**src/rtl/data_bus_master.sv**
```systemverilog
// data_bus_master
//   Load/store unit that sits between the single-cycle core datapath and the
//   APB-style data bus (data RAM and peripherals). It accepts one load or store
//   from the core, runs a SETUP/ACCESS bus transfer, and stalls the core with
//   busy until the transfer finishes. Completed loads return the selected byte,
//   half or word, sign- or zero-extended, on rdata.
//
// Ports
//   clk, reset        rising-edge clock; asynchronous active-high reset
//   req, we, func3    core request, store select, RV32I funct3
//   addr, wdata       byte address (ALU result) and right-aligned store data
//   rdata             extended load data, held until the next good load
//   busy              core stall; done/err one-cycle completion pulse
//   paddr, psel, penable, pwrite, pwdata, pstrb   APB request side
//   prdata, pready, pslverr                       APB response side
module data_bus_master #(
  parameter int ADDR_W  = 32,
  parameter int TIMEOUT = 16
) (
  input  logic              clk,
  input  logic              reset,
  input  logic              req,
  input  logic              we,
  input  logic [2:0]        func3,
  input  logic [ADDR_W-1:0] addr,
  input  logic [31:0]       wdata,
  output logic [31:0]       rdata,
  output logic              busy,
  output logic              done,
  output logic              err,
  output logic [ADDR_W-1:0] paddr,
  output logic              psel,
  output logic              penable,
  output logic              pwrite,
  output logic [31:0]       pwdata,
  output logic [3:0]        pstrb,
  input  logic [31:0]       prdata,
  input  logic              pready,
  input  logic              pslverr
);

  typedef enum logic [1:0] {IDLE, SETUP, ACCESS, RESP} state_t;

  state_t      state;
  logic [2:0]  op_func3;
  logic [1:0]  op_off;
  logic [31:0] wait_cnt;

  logic        bad_req;
  logic [3:0]  st_strb;
  logic [31:0] st_data;
  logic [7:0]  lane_b;
  logic [15:0] lane_h;
  logic [31:0] load_data;

  // Request decode: legality, alignment and store lane placement, evaluated
  // straight from the core inputs so IDLE can decide in a single cycle.
  always_comb begin
    bad_req = 1'b0;
    st_strb = 4'b0000;
    st_data = 32'h0;
    if (we) begin
      case (func3)
        3'b000: begin
          st_strb = 4'b0001 << addr[1:0];
          st_data = {4{wdata[7:0]}};
        end
        3'b001: begin
          bad_req = addr[0];
          st_strb = addr[1] ? 4'b1100 : 4'b0011;
          st_data = {2{wdata[15:0]}};
        end
        3'b010: begin
          bad_req = (addr[1:0] != 2'b00);
          st_strb = 4'b1111;
          st_data = wdata;
        end
        default: bad_req = 1'b1;
      endcase
    end else begin
      case (func3)
        3'b000, 3'b100: bad_req = 1'b0;
        3'b001, 3'b101: bad_req = addr[0];
        3'b010:         bad_req = (addr[1:0] != 2'b00);
        default:        bad_req = 1'b1;
      endcase
    end
  end

  // Load extraction uses the offset and funct3 latched at request time, since
  // the core's addr is not guaranteed stable once the transfer is under way.
  always_comb begin
    lane_b    = prdata[{op_off, 3'b000} +: 8];
    lane_h    = op_off[1] ? prdata[31:16] : prdata[15:0];
    load_data = prdata;
    case (op_func3)
      3'b000:  load_data = {{24{lane_b[7]}}, lane_b};
      3'b100:  load_data = {24'h0, lane_b};
      3'b001:  load_data = {{16{lane_h[15]}}, lane_h};
      3'b101:  load_data = {16'h0, lane_h};
      default: load_data = prdata;
    endcase
  end

  // A request is reported busy in the same cycle it is raised so the core
  // stalls before the FSM has even left IDLE.
  assign busy = !reset && ((state != IDLE) || req);

  always_ff @(posedge clk or posedge reset) begin
    if (reset) begin
      state    <= IDLE;
      op_func3 <= 3'b000;
      op_off   <= 2'b00;
      wait_cnt <= 32'h0;
      rdata    <= 32'h0;
      done     <= 1'b0;
      err      <= 1'b0;
      paddr    <= '0;
      psel     <= 1'b0;
      penable  <= 1'b0;
      pwrite   <= 1'b0;
      pwdata   <= 32'h0;
      pstrb    <= 4'b0000;
    end else begin
      case (state)
        IDLE: begin
          done <= 1'b0;
          err  <= 1'b0;
          if (req) begin
            if (bad_req) begin
              // Rejected requests never touch the bus.
              state <= RESP;
              done  <= 1'b1;
              err   <= 1'b1;
            end else begin
              state    <= SETUP;
              op_func3 <= func3;
              op_off   <= addr[1:0];
              paddr    <= {addr[ADDR_W-1:2], 2'b00};
              pwrite   <= we;
              pwdata   <= we ? st_data : 32'h0;
              pstrb    <= we ? st_strb : 4'b0000;
              psel     <= 1'b1;
            end
          end
        end
        SETUP: begin
          state    <= ACCESS;
          penable  <= 1'b1;
          wait_cnt <= 32'h0;
        end
        ACCESS: begin
          if (pready) begin
            state   <= RESP;
            psel    <= 1'b0;
            penable <= 1'b0;
            done    <= 1'b1;
            err     <= pslverr;
            if (!pwrite && !pslverr) begin
              rdata <= load_data;
            end
          end else if ((TIMEOUT != 0) && (wait_cnt == 32'(TIMEOUT - 1))) begin
            state   <= RESP;
            psel    <= 1'b0;
            penable <= 1'b0;
            done    <= 1'b1;
            err     <= 1'b1;
          end else begin
            wait_cnt <= wait_cnt + 32'h1;
          end
        end
        RESP: begin
          // Any req seen here is the one just completed; it is not re-accepted.
          state <= IDLE;
          done  <= 1'b0;
          err   <= 1'b0;
        end
        default: state <= IDLE;
      endcase
    end
  end

endmodule

```
**config.mk**
```make
export PLATFORM = sky130hd
export DESIGN_NAME = data_bus_master
export DESIGN_NICKNAME = d
export VERILOG_FILES = /design/src/rtl/data_bus_master.sv
export SDC_FILE = /design/constraint.sdc
export NUM_CORES = 1
export LEC_CHECK = 0
export ABC_AREA = 0
export BUFFER_PORTS_ARGS = -buffer_cell sky130_fd_sc_hd__buf_4
export CAP_MARGIN = 30
export CORE_AREA = 2 2 98 148
export DETAILED_ROUTE_END_ITERATION = 10
export DIE_AREA = 0 0 100 150
export PLACE_DENSITY = 0.92
export SYNTH_ARGS = -nofsm -noshare
export SYNTH_HDL_FRONTEND = slang
export SYNTH_SLANG_ARGS = --single-unit
export TNS_END_PERCENT = 5
```
**constraint.sdc**
```tcl
create_clock -name clk -period 5.15 [get_ports clk]
set_clock_uncertainty 0.2 [all_clocks]
set_input_delay 0.2575 -clock clk [delete_from_list [all_inputs] [get_ports clk]]
set_output_delay 0.2575 -clock clk [all_outputs]
set_load 0.02 [all_outputs]
```
Yosys cells after proc, flatten, opt, wreduce, memory -nomap -nowiden
Index checks and enable logic that the tools add are counted.
{ "word_totals": {"register_bits": 142, "in_bits": 105, "out_inout_bits": 106, "wordCells": 87} }
{ "op_classes": {"addsub": 1, "n_eq_ne": 16, "n_shift": 2, "muxes": 31, "bitwise_logic": 1, "n_reduce_logical": 23} }
{ "ops": {"columns": ["operator", "count"], "rows": [
  ["32-bit one-hot mux with 4 select lines", 1],
  ["32-bit two-way mux", 3],
  ["32-bit one-hot mux with 3 select lines", 1],
  ["32-bit one-hot mux with 2 select lines", 1],
  ["32-bit by 1-bit adder with 32-bit output, second input constant", 1],
  ["32-bit by 4-bit == test with 1-bit output, second input constant", 1],
  ["32-bit by 6-bit indexed part select with 8-bit output", 1],
  ["16-bit two-way mux", 1],
  ["3-bit == test, second input constant", 4],
  ["1-bit one-hot mux with 3 select lines", 4],
  ["4-bit one-hot mux with 3 select lines", 1],
  ["1-bit two-way mux", 10],
  ["3-bit AND reduction", 3],
  ["2-bit two-way mux", 4],
  ["4-bit two-way mux", 2],
  ["2-bit != test, second input constant", 4],
  ["2-bit one-hot mux with 4 select lines", 1],
  ["2-bit nonzero test", 4],
  ["3-bit by 1-bit == test with 1-bit output, second input constant", 2],
  ["3-bit zero test", 2],
  ["2-bit AND reduction", 3],
  ["2-bit == test, second input constant", 2],
  ["1-bit one-hot mux with 2 select lines", 2],
  ["4-bit AND reduction", 1],
  ["other kinds (11)", 15]
]} }

Longest topological paths before layout
{ "depth": {"word_depth": 7, "mapped_depth": 8, "ltp_nobuf": 6} }

Worst setup path before layout
No wires, ideal clock.
{ "synth_path": {"path_type": "flip-flop to flip-flop", "start": "register state[0]", "end": "register rdata[16]", "setup_time_ps": 126, "arrival_ps": 2025, "required_ps": 4824, "setup_slack_ps": 2799, "stages_incl_launch_ff": 9, "path_buffers": 2, "synth_period_minus_slack_ps": 2351, "cell_sequence": "dfrtp_1 -> inv_1 -> ha_1 -> inv_1 -> or4_1 -> clkbuf_1 -> a21oi_1 -> buf_2 -> a21oi_1"} }
{ "synth_via": {"elab_chain_len": 2} }
{ "synth_rtl": {"columns": ["element", "line", "source"], "rows": [
  ["start: declaration", "44", "state_t state;"],
  ["start signal: assignment", "111", "state <= IDLE;"],
  ["start signal: assignment", "132", "state <= RESP;"],
  ["start signal: assignment", "136", "state <= SETUP;"],
  ["2-bit == test", "125", "case (state)"],
  ["3-bit AND reduction (no line)", null, null],
  ["end signal: assignment", "160", "rdata <= load_data;"],
  ["end: declaration", "27", "output logic [31:0] rdata,"]
]} }
No other way between the ends.
A chain may end at the register's enable or synchronous reset.

Final worst setup path
{ "layout_path": {"start": "register state[0]", "end": "register rdata[23]"} }
The elaborated chain is that of the path after synthesis.

==> qor.csv <==
stage;metric;value;unit
floorplan;CORE AREA;13800;µm²
run_status;status;finished, final reports clean;
cells_and_area;Multi-input gate area;3240;µm²
setup_path;CP peak stage delay;1.01;ns
placed_design;Area after DPL;8680;µm²
floorplan;Cell Rows;53;
hold_path;Hold Crit Depth;3;
floorplan;Chip Height;150;µm
grt;initial antenna violation count;1;
sta;Slew Viols, Final;0;
placed_design;IO Port Bufs;208;
setup_path;worst reg-to-reg setup slack;1.60;ns
sta;fin worst setup slack;1.60;ns
cells_and_area;most common cell after layout, fill and taps aside;buf_4;
setup_path;slowest CP cell;or4_1;
sta;final setup TNS;0;ns
cts;number of hold buffers added after cts;86;
setup_path;FF-to-FF Start;state[0];
synth;sequential area share after synthesis;50.5;%
setup_path;Worst EP arrival;3.65;ns
setup_path;critical setup path kind;reg2reg;
setup_path;Worst Setup SP;state[0];
setup_path;Worst Reg2Reg Path Length in Cells;7;
cts;number of buffers created by CTS;17;
setup_path;CP required;5.25;ns
grt;Total Routing Usage GR;35.1;%
sta;final setup fails;0;
setup_path;worst r2r dst;rdata[23];
hold_path;Worst Hold Class;in2reg;
power;Power Dens Cells;548;nW/µm²
drt;met3 wire length;2.15;mm
cells_and_area;layout cells sized above 1;29.6;%
drt;highest routed layer;met4;
cells_and_area;register area;3550;µm²
sta;Worst Tran Pin Value;0.997;ns
cts;CTS clk-pin slew, worst paths;0.07;ns
sta;Final period util;68.9;%
floorplan;initial core utilization;51.0;%
setup_path;critical path peak fanout;33;
cts;Sink Count;142;
floorplan;I/O pins;211;
sta;Tmin final;3.55;ns
cts;CTS tree;yes;
cells_and_area;post-route cell area;10200;µm²
power;IR drop worst, VDD;0.000297;V
power;P_int;0.00322;W
drt;DRT Pass-1 Iters;6;
cells_and_area;Fill cells;832;
cts;insertion delay to the later sink of the worst-skew pair;0.43;ns
synth;Syn. warnings;0;
drt;Avg Vias per Cell;6.30;
power;Leak;4.59;nW
cts;Clock H-tree levels;4;
sta;Max-slew headroom;33.3;%
hold_path;hold endpoint;pwdata[20];
synth;Post-Synthesis Cell Area;7040;µm²
synth;flip-flop and latch count after synthesis;142;
cts;Resize count post-CTS;0;
sta;RSZ-0062 raised after global routing;false;
floorplan;Die W;100;µm
synth;Syn Area/Cell;9.51;µm²
cells_and_area;most frequent cells in the layout;buf_4, dfrtp_1, nand2_1;
placed_design;gpl congestion;0.830;
drt;Iteration-0 DRC Markers;716;
power;switching power share of the total;42.0;%
drt;met1 WL;8.61;mm
setup_path;CP Cell Sequence;inv_1, ha_1, inv_1, or4_1, a21oi_1, buf_4, a21oi_1;
synth;FFs w/ async S/R, synth;100;%
job;Maximum Capacitance Violations;0;
cts;Longest Clk Path Bufs;2;
cells_and_area;Layout area overhead;44.3;%
grt;Overflow after GRT;0;
synth;EDFF count, synth;0;
grt;largest net degree at the start of global routing;97;
power;clock group share of total power;23.0;%
placed_design;DP HPWL;14.5;mm
floorplan;Die Footprint;15000;µm²
drt;WL/cell;22.2;µm
cells_and_area;nets@finish;1124;
grt;vias in the first global route;7779;
sta;Final Hold Viols;0;
drt;via count;7514;
power;Comb pwr share;44.0;%
drt;routed length on met2;13.5;mm
drt;post-route ant nets;0;
hold_path;Hold Startpoint;wdata[20];
power;sequential power share;33.0;%
sta;FMAX;0.282;GHz
drt;drt drc;0;
grt;first-pass GRT wire length;40.3;mm
synth;ys flop type;dfrtp_1;
synth;Synth cell types;56;
placed_design;post-place setup slack;1.77;ns
drt;final wirelength;26.5;mm
cts;total setup buffers inserted after CTS;0;
setup_path;Worst Setup End Kind;flop;
power;Switch Pwr;0.00234;W
cts;clock tree root driver cell;clkbuf_16;
setup_path;startpoint types;flop;
synth;post-synthesis cell count;740;
[kinds of logic (layout without fill, tap and decap cells)]
kind of cell	Yosys count	count (layout)	synth area share (%)
simple gates	251	251	17.5
compound gates	231	231	19.8
flops	142	142	50.5
buf+inv	65	350	3.79
mux	44	44	7.29
fa+ha+maj	6	6	1.07
other cells	1	3	0.0533
[routing by layer]
metal | up-vias | GRT usage (%)
met5 | - | 0
met4 | 0 | 26.0
met3 | 185 | 9.01
met2 | 535 | 60.1
met1 | 3590 | 36.9
li1 | 3204 | -
[how the worst max path moves through the flow]
stage,endpoint,cells past startpoint
2_1_floorplan,done,1
3_3_place_gp,rdata[18],6
3_5_place_dp,rdata[23],7
4_1_cts,rdata[23],7
5_1_grt,rdata[29],7
6_report,rdata[23],7
[synth_stat cells (6+ instances only)]
cell / count / area (µm²)
dfrtp_1: 142 / 3550
nand2_1: 120 / 450
a21oi_1: 81 / 405
o21ai_0: 76 / 380
mux2_2: 38 / 428
clkbuf_1: 34 / 128
nor2_1: 30 / 113
o31ai_1: 26 / 195
nand3_1: 18 / 90.1
inv_1: 17 / 63.8
nor2b_1: 16 / 100
or4_1: 15 / 113
or3_1: 14 / 87.6
a2bb2oi_1: 12 / 105
a31oi_1: 8 / 50.1
nor4_1: 8 / 50.1
buf_2: 6 / 30.0
ha_1: 6 / 75.1
nand4_1: 6 / 37.5
[sequential cells by signal (all words and copies together) (netlist names)]
name	count
op_off	2
done	1
op_func3	3
rdata	32
wait_cnt	32
state	2
pwrite	1
psel	1
pstrb	4
pwdata	32
err	1
penable	1
paddr	30
[power by group through the flow]
stage / Sequential [W] / Clock (W) / Combinational, W
2_1_floorplan: 0.00214 / 0 / 0.000981
3_3_place_gp: 0.00179 / 0 / 0.00216
3_5_place_dp: 0.00179 / 0 / 0.00225
4_1_cts: 0.00178 / 0.00126 / 0.00232
5_1_grt: 0.00186 / 0.00132 / 0.00259
6_report: 0.00183 / 0.00128 / 0.00245
[final cells by class]
cell class,count,area share (%)
diodes,1,0.0246
well taps,165,2.03
clock inverters,15,1.72
clock buffers,17,4.19
inverters,17,0.678
repair buffers,301,24.4
flip-flops and latches,142,35.0
multi-input cells,534,31.9
[critical path: cells and delay by family, from the launching register on]
family	cells	cell delay, ns
and+or+nand+nor	1	1.01
adders and majority gates	1	0.36
AOI/OAI and AO/OA	2	0.79
DFF	1	0.42
buffers and inverters	3	0.63
[through the flow]
stage                     total power [W]  util, %  instances  hold WS [ns]
after global placement            0.00395     62.8       1070         0.263
after floorplan                   0.00312        -        741         0.200
after CTS                         0.00536     73.5       1190       0.00268
after detailed placement          0.00404     63.0       1072         0.267
after global routing              0.00577     73.6       1192        0.0397
final                             0.00556     73.6       1192        0.0142
No activity file was read; power rests on OpenSTA's default activity.
